$ cat src/rtl/priv_1_12_trap_sequencer_if.sv
// priv_1_12_trap_sequencer_if: pipeline/CSR-file side signals of the M-mode trap sequencer
interface priv_1_12_trap_sequencer_if;
    logic        ex_valid;
    logic [3:0]  ex_cause;
    logic [31:0] ex_epc;
    logic [31:0] ex_tval;
    logic [2:0]  irq_pend;
    logic [2:0]  irq_en;
    logic        mstatus_mie;
    logic [31:0] irq_epc;
    logic        mret_req;
    logic [31:0] mepc_in;
    logic [29:0] mtvec_base;
    logic        mtvec_mode;
    logic        pipe_quiesced;
    logic        redirect_ack;
    logic        flush;
    logic        csr_we;
    logic [31:0] mepc_out;
    logic [31:0] mcause_out;
    logic [31:0] mtval_out;
    logic        mstatus_push;
    logic        mstatus_pop;
    logic        redirect_valid;
    logic [31:0] redirect_pc;
    logic        drain_timeout;
    logic        busy;
    modport slave (
        input  ex_valid, ex_cause, ex_epc, ex_tval, irq_pend, irq_en, mstatus_mie, irq_epc,
               mret_req, mepc_in, mtvec_base, mtvec_mode, pipe_quiesced, redirect_ack,
        output flush, csr_we, mepc_out, mcause_out, mtval_out, mstatus_push, mstatus_pop,
               redirect_valid, redirect_pc, drain_timeout, busy
    );
    modport master (
        output ex_valid, ex_cause, ex_epc, ex_tval, irq_pend, irq_en, mstatus_mie, irq_epc,
               mret_req, mepc_in, mtvec_base, mtvec_mode, pipe_quiesced, redirect_ack,
        input  flush, csr_we, mepc_out, mcause_out, mtval_out, mstatus_push, mstatus_pop,
               redirect_valid, redirect_pc, drain_timeout, busy
    );
endinterface

$ cat src/rtl/priv_1_12_trap_sequencer.sv
// priv_1_12_trap_sequencer: orders M-mode traps/MRET and sequences drain, CSR save, mstatus update, redirect
module priv_1_12_trap_sequencer #(
    parameter bit VECTORED_EN = 1'b1,
    parameter int DRAIN_MAX   = 15
) (
    input logic CLK,
    input logic RST,
    priv_1_12_trap_sequencer_if.slave bus
);
    localparam int CW = (DRAIN_MAX < 1) ? 1 : $clog2(DRAIN_MAX + 1);
    typedef enum logic [2:0] {IDLE, DRAIN, SAVE, PUSH, POP, REDIR} state_t;
    state_t        state;
    logic [CW-1:0] cnt;
    logic [31:0]   mepc_q, mcause_q, mtval_q, tgt_q, rpc_q;
    logic          csr_we_q, push_q, pop_q, rv_q;
    logic [2:0]    hit;
    logic [3:0]    irq_code;
    logic [31:0]   base, vec_pc;
    logic          irq, take, cnt_max;
    assign hit      = bus.irq_pend & bus.irq_en & {3{bus.mstatus_mie}};
    assign irq      = |hit;
    assign take     = bus.ex_valid | irq;
    assign irq_code = hit[2] ? 4'd11 : hit[0] ? 4'd3 : 4'd7;
    assign base     = {bus.mtvec_base, 2'b00};
    assign vec_pc   = base + {26'd0, irq_code, 2'b00};
    assign cnt_max  = cnt == CW'(DRAIN_MAX);
    assign bus.flush          = ~RST & (state == IDLE) & take;
    assign bus.drain_timeout  = (state == DRAIN) & ~bus.pipe_quiesced & cnt_max;
    assign bus.busy           = state != IDLE;
    assign bus.csr_we         = csr_we_q;
    assign bus.mepc_out       = mepc_q;
    assign bus.mcause_out     = mcause_q;
    assign bus.mtval_out      = mtval_q;
    assign bus.mstatus_push   = push_q;
    assign bus.mstatus_pop    = pop_q;
    assign bus.redirect_valid = rv_q;
    assign bus.redirect_pc    = rpc_q;
    // trap/return sequencer; strobes are set on entry to their state so they last one cycle
    always_ff @(posedge CLK or posedge RST) begin
        if (RST) begin
            state    <= IDLE;
            cnt      <= '0;
            mepc_q   <= '0;
            mcause_q <= '0;
            mtval_q  <= '0;
            tgt_q    <= '0;
            rpc_q    <= '0;
            csr_we_q <= 1'b0;
            push_q   <= 1'b0;
            pop_q    <= 1'b0;
            rv_q     <= 1'b0;
        end else begin
            csr_we_q <= 1'b0;
            push_q   <= 1'b0;
            pop_q    <= 1'b0;
            case (state)
                IDLE: begin
                    if (take) begin
                        state    <= DRAIN;
                        mepc_q   <= bus.ex_valid ? bus.ex_epc : bus.irq_epc;
                        mtval_q  <= bus.ex_valid ? bus.ex_tval : 32'd0;
                        mcause_q <= bus.ex_valid ? {28'd0, bus.ex_cause} : {1'b1, 27'd0, irq_code};
                        tgt_q    <= (!bus.ex_valid && VECTORED_EN && bus.mtvec_mode) ? vec_pc : base;
                    end else if (bus.mret_req) begin
                        state <= POP;
                        pop_q <= 1'b1;
                    end
                end
                DRAIN: begin
                    if (bus.pipe_quiesced || cnt_max) begin
                        state    <= SAVE;
                        cnt      <= '0;
                        csr_we_q <= 1'b1;
                    end else begin
                        cnt <= cnt + CW'(1);
                    end
                end
                SAVE: begin
                    state  <= PUSH;
                    push_q <= 1'b1;
                end
                PUSH: begin
                    state <= REDIR;
                    rv_q  <= 1'b1;
                    rpc_q <= tgt_q;
                end
                POP: begin
                    state <= REDIR;
                    rv_q  <= 1'b1;
                    rpc_q <= bus.mepc_in;
                end
                REDIR: begin
                    if (bus.redirect_ack) begin
                        state <= IDLE;
                        rv_q  <= 1'b0;
                        rpc_q <= '0;
                    end
                end
                default: state <= IDLE;
            endcase
        end
    end
endmodule

$ cat src/flat_wrapper.sv
// flat-port wrapper written by rule: the top's interface ports become plain ports
module priv_1_12_trap_sequencer_flat 
#(
    parameter bit VECTORED_EN = 1'b1,
    parameter int DRAIN_MAX   = 15
)
  (CLK, RST, bus_ex_valid, bus_ex_cause, bus_ex_epc, bus_ex_tval, bus_irq_pend, bus_irq_en, bus_mstatus_mie, bus_irq_epc, bus_mret_req, bus_mepc_in, bus_mtvec_base, bus_mtvec_mode, bus_pipe_quiesced, bus_redirect_ack, bus_flush, bus_csr_we, bus_mepc_out, bus_mcause_out, bus_mtval_out, bus_mstatus_push, bus_mstatus_pop, bus_redirect_valid, bus_redirect_pc, bus_drain_timeout, bus_busy);
  priv_1_12_trap_sequencer_if bus_i ();
  input logic CLK;
  input logic RST;
  input wire logic [$bits(bus_i.ex_valid)-1:0] bus_ex_valid;
  input wire logic [$bits(bus_i.ex_cause)-1:0] bus_ex_cause;
  input wire logic [$bits(bus_i.ex_epc)-1:0] bus_ex_epc;
  input wire logic [$bits(bus_i.ex_tval)-1:0] bus_ex_tval;
  input wire logic [$bits(bus_i.irq_pend)-1:0] bus_irq_pend;
  input wire logic [$bits(bus_i.irq_en)-1:0] bus_irq_en;
  input wire logic [$bits(bus_i.mstatus_mie)-1:0] bus_mstatus_mie;
  input wire logic [$bits(bus_i.irq_epc)-1:0] bus_irq_epc;
  input wire logic [$bits(bus_i.mret_req)-1:0] bus_mret_req;
  input wire logic [$bits(bus_i.mepc_in)-1:0] bus_mepc_in;
  input wire logic [$bits(bus_i.mtvec_base)-1:0] bus_mtvec_base;
  input wire logic [$bits(bus_i.mtvec_mode)-1:0] bus_mtvec_mode;
  input wire logic [$bits(bus_i.pipe_quiesced)-1:0] bus_pipe_quiesced;
  input wire logic [$bits(bus_i.redirect_ack)-1:0] bus_redirect_ack;
  output wire logic [$bits(bus_i.flush)-1:0] bus_flush;
  output wire logic [$bits(bus_i.csr_we)-1:0] bus_csr_we;
  output wire logic [$bits(bus_i.mepc_out)-1:0] bus_mepc_out;
  output wire logic [$bits(bus_i.mcause_out)-1:0] bus_mcause_out;
  output wire logic [$bits(bus_i.mtval_out)-1:0] bus_mtval_out;
  output wire logic [$bits(bus_i.mstatus_push)-1:0] bus_mstatus_push;
  output wire logic [$bits(bus_i.mstatus_pop)-1:0] bus_mstatus_pop;
  output wire logic [$bits(bus_i.redirect_valid)-1:0] bus_redirect_valid;
  output wire logic [$bits(bus_i.redirect_pc)-1:0] bus_redirect_pc;
  output wire logic [$bits(bus_i.drain_timeout)-1:0] bus_drain_timeout;
  output wire logic [$bits(bus_i.busy)-1:0] bus_busy;
  assign bus_i.ex_valid = bus_ex_valid;
  assign bus_i.ex_cause = bus_ex_cause;
  assign bus_i.ex_epc = bus_ex_epc;
  assign bus_i.ex_tval = bus_ex_tval;
  assign bus_i.irq_pend = bus_irq_pend;
  assign bus_i.irq_en = bus_irq_en;
  assign bus_i.mstatus_mie = bus_mstatus_mie;
  assign bus_i.irq_epc = bus_irq_epc;
  assign bus_i.mret_req = bus_mret_req;
  assign bus_i.mepc_in = bus_mepc_in;
  assign bus_i.mtvec_base = bus_mtvec_base;
  assign bus_i.mtvec_mode = bus_mtvec_mode;
  assign bus_i.pipe_quiesced = bus_pipe_quiesced;
  assign bus_i.redirect_ack = bus_redirect_ack;
  assign bus_flush = bus_i.flush;
  assign bus_csr_we = bus_i.csr_we;
  assign bus_mepc_out = bus_i.mepc_out;
  assign bus_mcause_out = bus_i.mcause_out;
  assign bus_mtval_out = bus_i.mtval_out;
  assign bus_mstatus_push = bus_i.mstatus_push;
  assign bus_mstatus_pop = bus_i.mstatus_pop;
  assign bus_redirect_valid = bus_i.redirect_valid;
  assign bus_redirect_pc = bus_i.redirect_pc;
  assign bus_drain_timeout = bus_i.drain_timeout;
  assign bus_busy = bus_i.busy;
  priv_1_12_trap_sequencer #(.VECTORED_EN(VECTORED_EN), .DRAIN_MAX(DRAIN_MAX)) u_core (.CLK(CLK), .RST(RST), .bus(bus_i));
endmodule
$ cat config.mk
export PLATFORM = sky130hd
export DESIGN_NAME = priv_1_12_trap_sequencer_flat
export DESIGN_NICKNAME = d
export VERILOG_FILES = /design/src/rtl/priv_1_12_trap_sequencer_if.sv /design/src/rtl/priv_1_12_trap_sequencer.sv /design/src/flat_wrapper.sv
export SDC_FILE = /design/constraint.sdc
export NUM_CORES = 1
export LEC_CHECK = 0
export CAP_MARGIN = 20
export CORE_MARGIN = 2
export CORE_UTILIZATION = 39
export DETAILED_ROUTE_END_ITERATION = 12
export HOLD_SLACK_MARGIN = 0.03
export PLACE_DENSITY = 0.78
export SLEW_MARGIN = 15
export SYNTH_ARGS = -nofsm -noshare
export SYNTH_HDL_FRONTEND = slang
export SYNTH_SLANG_ARGS = --single-unit
$ cat constraint.sdc
create_clock -name CLK -period 4.6 [get_ports CLK]
set_input_delay 0.92 -clock CLK [delete_from_list [all_inputs] [get_ports CLK]]
set_output_delay 0.92 -clock CLK [all_outputs]
set_load 0.02 [all_outputs]
==> run metrics, run 1 <==
R2R Path Start u_core.state[2]; Root Driver clkbuf_16; register bit total from synthesis ~140; PwrDens approximately 650 nW/µm²; final setup vio count 0; Setup Skew 0.01545 ns; dpl ws between 0.8 and 0.9 ns; slowest CP cell clkdlybuf4s50_1; Site Rows 49; syn_area_per_cell between 9 and 10 µm²; status finished clean; most used cell, CP clkdlybuf4s50_1; hold crit path type register to register; simple logic cell fraction of the synthesized area between 20 and 25%; routed vias about 6,300; vias in the first global route between 6,000 and 7,000; setup TNS 0 ns; Synth Area in Compound Gates 13.10%; number of H-tree levels 4; mux share of post-synthesis cell area under 10%; final net count 1,213; PortBufs ~280; Slew @ Worst Pin approximately 0.96 ns; diode count 0; die height about 140 µm; Wirelength per Cell around 16 µm; IO Pins 311; CTS tree yes; max incr delay on CP about 0.62 ns; Synth cell types 44; Clock Path Buffers 2; die area between 15,000 and 20,000 µm²; Pleak approximately 0.0045 µW; CTS buffer count 17; reg2reg end u_core.bus.mepc_out[3]; fin. max-slew vios 0; final worst slack approximately 1 ns; period utilization between 70% and 80%; Synth Area in XOR/XNOR 3.580%; Max Clk Rate 0.2801 GHz; Post-DP HPWL around 15 mm; Hold Slack 0.4632 ns; Post-DRT Antenna Nets 0; initial antenna violation count 0; core area roughly 18,000 µm²; Overflow after GRT 0; Reg2Reg Setup Slack between 2 and 2.5 ns; Layout area overhead 49.36%; DRT Pass-1 Iters 4; unrepaired setup endpoints after global routing no; Bufs and invs on worst path 2; maximum vdd drop 323.4 µV; GPL Wtd Cong between 0.8 and 0.9; Post-route DRC 0; first-pass GRT wire length roughly 33 mm; crit path DAT 2.65 ns; vias per cell around 4.9; Mapped Cells around 780; Critical path destination bus_flush; number of gates resized after CTS 0; sequential share of the synthesized area between 50% and 60%; layout cells sized above 1 under 10%; Sink Count 142; Top delay family on crit path buffers and inverters; Post-CTS Setup Inserts 0; Synth async-reset ratio 100.0%; Main synth FF type dfrtp_1; crit path time final ~3.6 ns; Worst setup SP type primary input; initial drt markers about 300; largest family of logic cells by synthesized area simple AND/OR/NAND/NOR gates; worst r2r path cells 5; Slew HR a little over a third; DIE WIDTH 138.9 µm; largest net degree at the start of global routing 92; hold path cells 2; hold buffer count at CTS 0; Clock Latency Late Sink roughly 0.43 ns; crit path from bus_irq_pend[2]; Post-synth EDFFs 0; Clock transition at path regs about 0.06 ns; wirelength, routed roughly 20 mm; Fin. Hold Viols 0; synthesized cell area 7096 µm²; total track usage 21.09%; critical path class primary input to primary output; Synth Warn # 0; initial core utilization 39.64%; WP data required 3.68 ns; CP Capture Type primary output; Max Cap Viol 0; worst-path cell chain clkdlybuf4s50_1 -> a22o_1 -> o221ai_4 -> nor2_1 -> clkdlybuf4s50_1; crit-path max FO 5; WP depth 5; Adder-Cell Fraction of Synth Area 0.7053%
==> where the power goes <==
part / internal (µW) / leakage (µW) / total [µW] / switching, µW
Combinational: 1380 / 0.00250 / 3190 / 1810
Clock: 917 / 0.000299 / 1490 / 569
Sequential: 1850 / 0.00174 / 2200 / 352
Total: 4150 / 0.00454 / 6880 / 2730
==> metal layers <==
metal | vias to the layer above | wire length [µm] | share of wire [%] | GRT usage, %
met4 | 0 | 656 | 3.3 | 9.144
met2 | 221 | 10090 | 51 | 36.04
met5 | - | 0 | 0 | 0
met1 | 2893 | 7875 | 39 | 24.61
li1 | 3109 | - | - | -
met3 | 39 | 1349 | 6.8 | 6.423
==> registers in the layout (all words and copies together) (netlist names) <==
register                   cells
u_core.bus.csr_we              1
u_core.cnt                     4
u_core.tgt_q                  30
u_core.state                   3
u_core.bus.mepc_out           32
u_core.bus.mstatus_pop         1
u_core.bus.redirect_valid      1
u_core.bus.mstatus_push        1
u_core.bus.mcause_out          5
u_core.bus.mtval_out          32
u_core.bus.redirect_pc        32
==> cell families (layout without fill, tap and decap cells) <==
logic type      Yosys count  count (layout)
buf+inv                  89             334
other cells               1              27
compound gates          165             165
simple gates            311             311
fa+ha+maj                 4               4
xor+xnor                 29              29
mux                      34              34
flops                   142             142
==> cell type report <==
class	count	area, µm²
fillers	1586	7305
inverters	10	41.29
well taps	229	286.5
clock buffers	17	425.4
clock inverters	15	210.2
flip-flops and latches	142	3553
multi-input cells	570	3171
repair buffers	292	2910
==> layout by cell type (no fill, tap or decap), types with 3 or more instances in the layout <==
cell type	instances
xor2_1	23
nand2b_1	4
xnor2_1	6
ha_1	4
clkdlybuf4s50_1	282
mux2i_1	33
nand3_1	42
nand2_1	149
buf_4	9
nor3b_1	30
dfrtp_1	142
conb_1	27
bufinv_16	4
clkbuf_16	17
a31oi_1	3
a21oi_1	74
inv_6	4
and3_1	7
and2_1	3
inv_1	9
o21ai_0	9
nand4_1	16
nor2_1	47
o21ai_1	65
clkinvlp_4	5
==> worst register-to-register path: stages (launching register included) <==
cell      delay [ns]
dfrtp_1         0.59
nor3_4          0.12
o221ai_4        0.11
buf_4           0.56
buf_4           0.81
o21ai_1         0.21
==> Yosys cell counts, types with 2 or more instances <==
cell | count | area (µm²)
nor3b_1 | 30 | 225.2
and3_1 | 7 | 43.79
inv_1 | 10 | 37.54
a2111oi_4 | 2 | 55.05
nand2b_1 | 5 | 31.28
nand3_1 | 42 | 210.2
buf_4 | 28 | 210.2
a31oi_1 | 3 | 18.77
nor2_1 | 47 | 176.4
buf_6 | 2 | 22.52
clkbuf_1 | 17 | 63.81
o21ai_0 | 9 | 45.04
a21oi_1 | 74 | 370.4
xnor2_1 | 6 | 52.55
a211oi_1 | 2 | 15.01
nor3_1 | 2 | 10.01
xor2_1 | 23 | 201.4
and2_1 | 3 | 18.77
a21o_1 | 2 | 15.01
o21ai_1 | 65 | 325.3
mux2i_1 | 33 | 330.3
buf_2 | 29 | 145.1
ha_1 | 4 | 50.05
dfrtp_1 | 142 | 3553
nor3_4 | 2 | 32.53
nand2_1 | 149 | 559.3
nand4_1 | 16 | 100.1
buf_1 | 3 | 11.26
nor2b_1 | 2 | 12.51
o31ai_1 | 2 | 15.01
==> worst min-delay path by stage <==
stage / from / to / slack (ns)
5_1_grt: u_core.bus.mtval_out[6] / u_core.bus.mtval_out[6] / 0.48
3_3_place_gp: u_core.bus.mtval_out[23] / u_core.bus.mtval_out[23] / 0.45
4_1_cts: u_core.bus.mtval_out[3] / u_core.bus.mtval_out[3] / 0.47
3_5_place_dp: u_core.bus.mtval_out[12] / u_core.bus.mtval_out[12] / 0.45
6_report: u_core.bus.mtval_out[29] / u_core.bus.mtval_out[29] / 0.46
2_1_floorplan: u_core.tgt_q[10] / u_core.tgt_q[10] / 0.46
==> per-stage QoR <==
stage | area (µm²) | cells | util [%] | power [µW]
6_report | 10600 | 1275 | 59.20 | 6875
5_1_grt | 10600 | 1275 | 59.20 | 7347
4_1_cts | 10600 | 1275 | 59.20 | 6952
3_5_place_dp | 9962 | 1243 | 55.65 | 5437
3_3_place_gp | 9962 | 1243 | 55.65 | 5336
2_1_floorplan | 7197 | 801 | - | 4031
No activity file was read; power rests on OpenSTA's default activity.
==> run 2: changes to the inputs <==
--- a/config.mk
+++ b/config.mk
@@ -7,10 +7,10 @@
 export LEC_CHECK = 0
 export CAP_MARGIN = 20
 export CORE_MARGIN = 2
-export CORE_UTILIZATION = 39
+export CORE_UTILIZATION = 43
 export DETAILED_ROUTE_END_ITERATION = 12
 export HOLD_SLACK_MARGIN = 0.03
-export PLACE_DENSITY = 0.78
+export PLACE_DENSITY = 0.82
 export SLEW_MARGIN = 15
 export SYNTH_ARGS = -nofsm -noshare
 export SYNTH_HDL_FRONTEND = slang
==> constraint.sdc (replaced) <==
create_clock -name CLK -period 3.7 [get_ports CLK]
set_input_delay 0.74 -clock CLK [delete_from_list [all_inputs] [get_ports CLK]]
set_output_delay 0.74 -clock CLK [all_outputs]
set_load 0.02 [all_outputs]
==> run metrics, run 2 (synthesis results as in run 1) <==
most frequent cells in the layout clkdlybuf4s50_1 (282), nand2_1 (149), dfrtp_1 (142), a21oi_1 (74), o21ai_1 (65) (unchanged); Worst setup SP type primary input (unchanged); DP Area 9961 µm² (was 9962 µm²); hold buffer count at CTS 0 (unchanged); IO Pins 311 (unchanged); vias in the first global route 6,382 (was 6,380); PortBufs 283 (unchanged); Clock Path Buffers 2 (unchanged); Site Rows 46 (was 49); die area 17,540 µm² (was 19,290 µm²); Max Clk Rate roughly 0.31 GHz; total track usage 23.03% (was 21.09%); Post-route DRC 0 (unchanged); number of H-tree levels 4 (unchanged); crit-path max FO 5 (unchanged); Slew HR 38.74% (was 36.31%); Sink Count 142 (unchanged); final worst slack 0.5216 ns (was 1.030 ns); cell area after layout 10,620 µm² (was 10,600 µm²); first-pass GRT wire length 32.33 mm (was 32.51 mm); routed vias 6,357 (was 6,262); crit path DAT 2.44 ns (was 2.65 ns); Clock Latency Late Sink 0.41 ns (was 0.43 ns); largest net degree at the start of global routing 96 (was 92); die height 132.5 µm (was 138.9 µm); Layout area overhead 49.66% (was 49.36%); DIE WIDTH 132.5 µm (was 138.9 µm); initial antenna violation count 0 (unchanged); Overflow after GRT 0 (unchanged); Fin. Hold Viols 0 (unchanged); CTS buffer count 17 (unchanged); hold crit path type register to register (unchanged); Clock transition at path regs 0.06 ns (about the same); status finished clean (unchanged); final core utilization 66.37% (was 59.20%); final setup vio count 0 (unchanged); layout cells sized above 1 5.444% (was 5.354%); period utilization ~86%; critical path class primary input to primary output (unchanged); initial core utilization 44.35% (was 39.64%); dpl ws 0.1869 ns (was 0.8819 ns); Wirelength per Cell 15.76 µm (was 15.67 µm); Pleak 0.004571 µW (was 0.004544 µW); GPL Wtd Cong 0.8248 (was 0.8032); maximum vdd drop 436.2 µV (was 323.4 µV); Post-DP HPWL 14.79 mm (was 14.72 mm); setup TNS 0 ns (unchanged); unrepaired setup endpoints after global routing no (unchanged); number of gates resized after CTS 0 (unchanged); wirelength, routed 19.91 mm (was 19.98 mm); WP data required 2.96 ns (was 3.68 ns); Fill cells 1,312 (was 1,586); Max Cap Viol 0 (unchanged); crit path time final ~3.2 ns; fin. max-slew vios 0 (unchanged); DRT Pass-1 Iters 5 (was 4); Hold Slack 0.4639 ns (was 0.4632 ns); Setup Skew 0.007574 ns (was 0.01545 ns); CTS tree yes (unchanged); most common cell after layout, fill and taps aside clkdlybuf4s50_1 (unchanged); diode count 0 (unchanged); core area 16,000 µm² (was 17,900 µm²); final net count 1,215 (was 1,213); CP Capture Type primary output (unchanged); PwrDens 809.4 nW/µm² (was 648.8 nW/µm²); Post-CTS Setup Inserts 0 (unchanged); Root Driver clkbuf_16 (unchanged); initial drt markers 260 (was 301); Post-DRT Antenna Nets 0 (unchanged); vias per cell 5.033 (was 4.911); Slew @ Worst Pin 0.9189 ns (was 0.9553 ns)
[run 2: path summary, 6_finish.rpt]
check | start | to | slack [ns] | depth (start not counted)
setup / recovery | bus_irq_pend[2] | bus_flush | 0.52 | 5
hold / removal | u_core.bus.mtval_out[20] | u_core.bus.mtval_out[20] | 0.46 | 2
setup reg to reg | u_core.state[2] | u_core.bus.mepc_out[9] | 1.13 | 5
hold reg to reg | u_core.bus.mtval_out[20] | u_core.bus.mtval_out[20] | 0.46 | 2
max in group asynchronous | RST | u_core.bus.mtval_out[24] | 2.07 | 3
min in group asynchronous | RST | u_core.bus.mtval_out[7] | 0.87 | 2
[run 2: final cells by class]
type / instances / area (µm²) / share of cell area [%]
sequential: 142 / 3553 / 33.46
clock buffer: 19 / 452.9 / 4.265
multi-input combinational: 570 / 3171 / 29.86
timing repair buffer: 294 / 2925 / 27.55
clock inverter: 12 / 205.2 / 1.932
tap: 216 / 270.3 / 2.545
inverter: 10 / 41.29 / 0.3888
[run 2: worst max-delay path: stages]
cell and delay [ns]:
clkdlybuf4s50_1 0.48, a22o_1 0.29, o221ai_4 0.17, nor2_1 0.13, clkdlybuf4s50_1 0.62
[run 2: routing by layer]
layer / track usage (%) / part of all wire, % / vias up
li1: - / - / 3102
met1: 27.54 / 39 / 3002
met2: 40.07 / 52 / 229
met3: 6.207 / 6.5 / 24
met4: 8.005 / 2.0 / 0
met5: 0 / 0 / -
[run 2: stage by stage]
step / instances / power [µW]
6_report: 1263 / 8595
5_1_grt: 1263 / 9154
4_1_cts: 1263 / 8667
3_5_place_dp: 1232 / 6742
3_3_place_gp: 1232 / 6616
2_1_floorplan: 801 / 5011
[run 2: where the power goes]
group / internal (µW) / switching (µW) / total [µW]
logic: 1710 / 2240 / 3960
clock network: 1240 / 663 / 1900
registers: 2300 / 437 / 2740
==> run 3: changes to the inputs <==
--- a/config.mk
+++ b/config.mk
@@ -11,7 +11,6 @@
 export DETAILED_ROUTE_END_ITERATION = 12
 export HOLD_SLACK_MARGIN = 0.03
 export PLACE_DENSITY = 0.82
-export SLEW_MARGIN = 15
 export SYNTH_ARGS = -nofsm -noshare
 export SYNTH_HDL_FRONTEND = slang
 export SYNTH_SLANG_ARGS = --single-unit
==> results of run 3 <==
Final layout, timing and power as in run 2 (identical DEF).
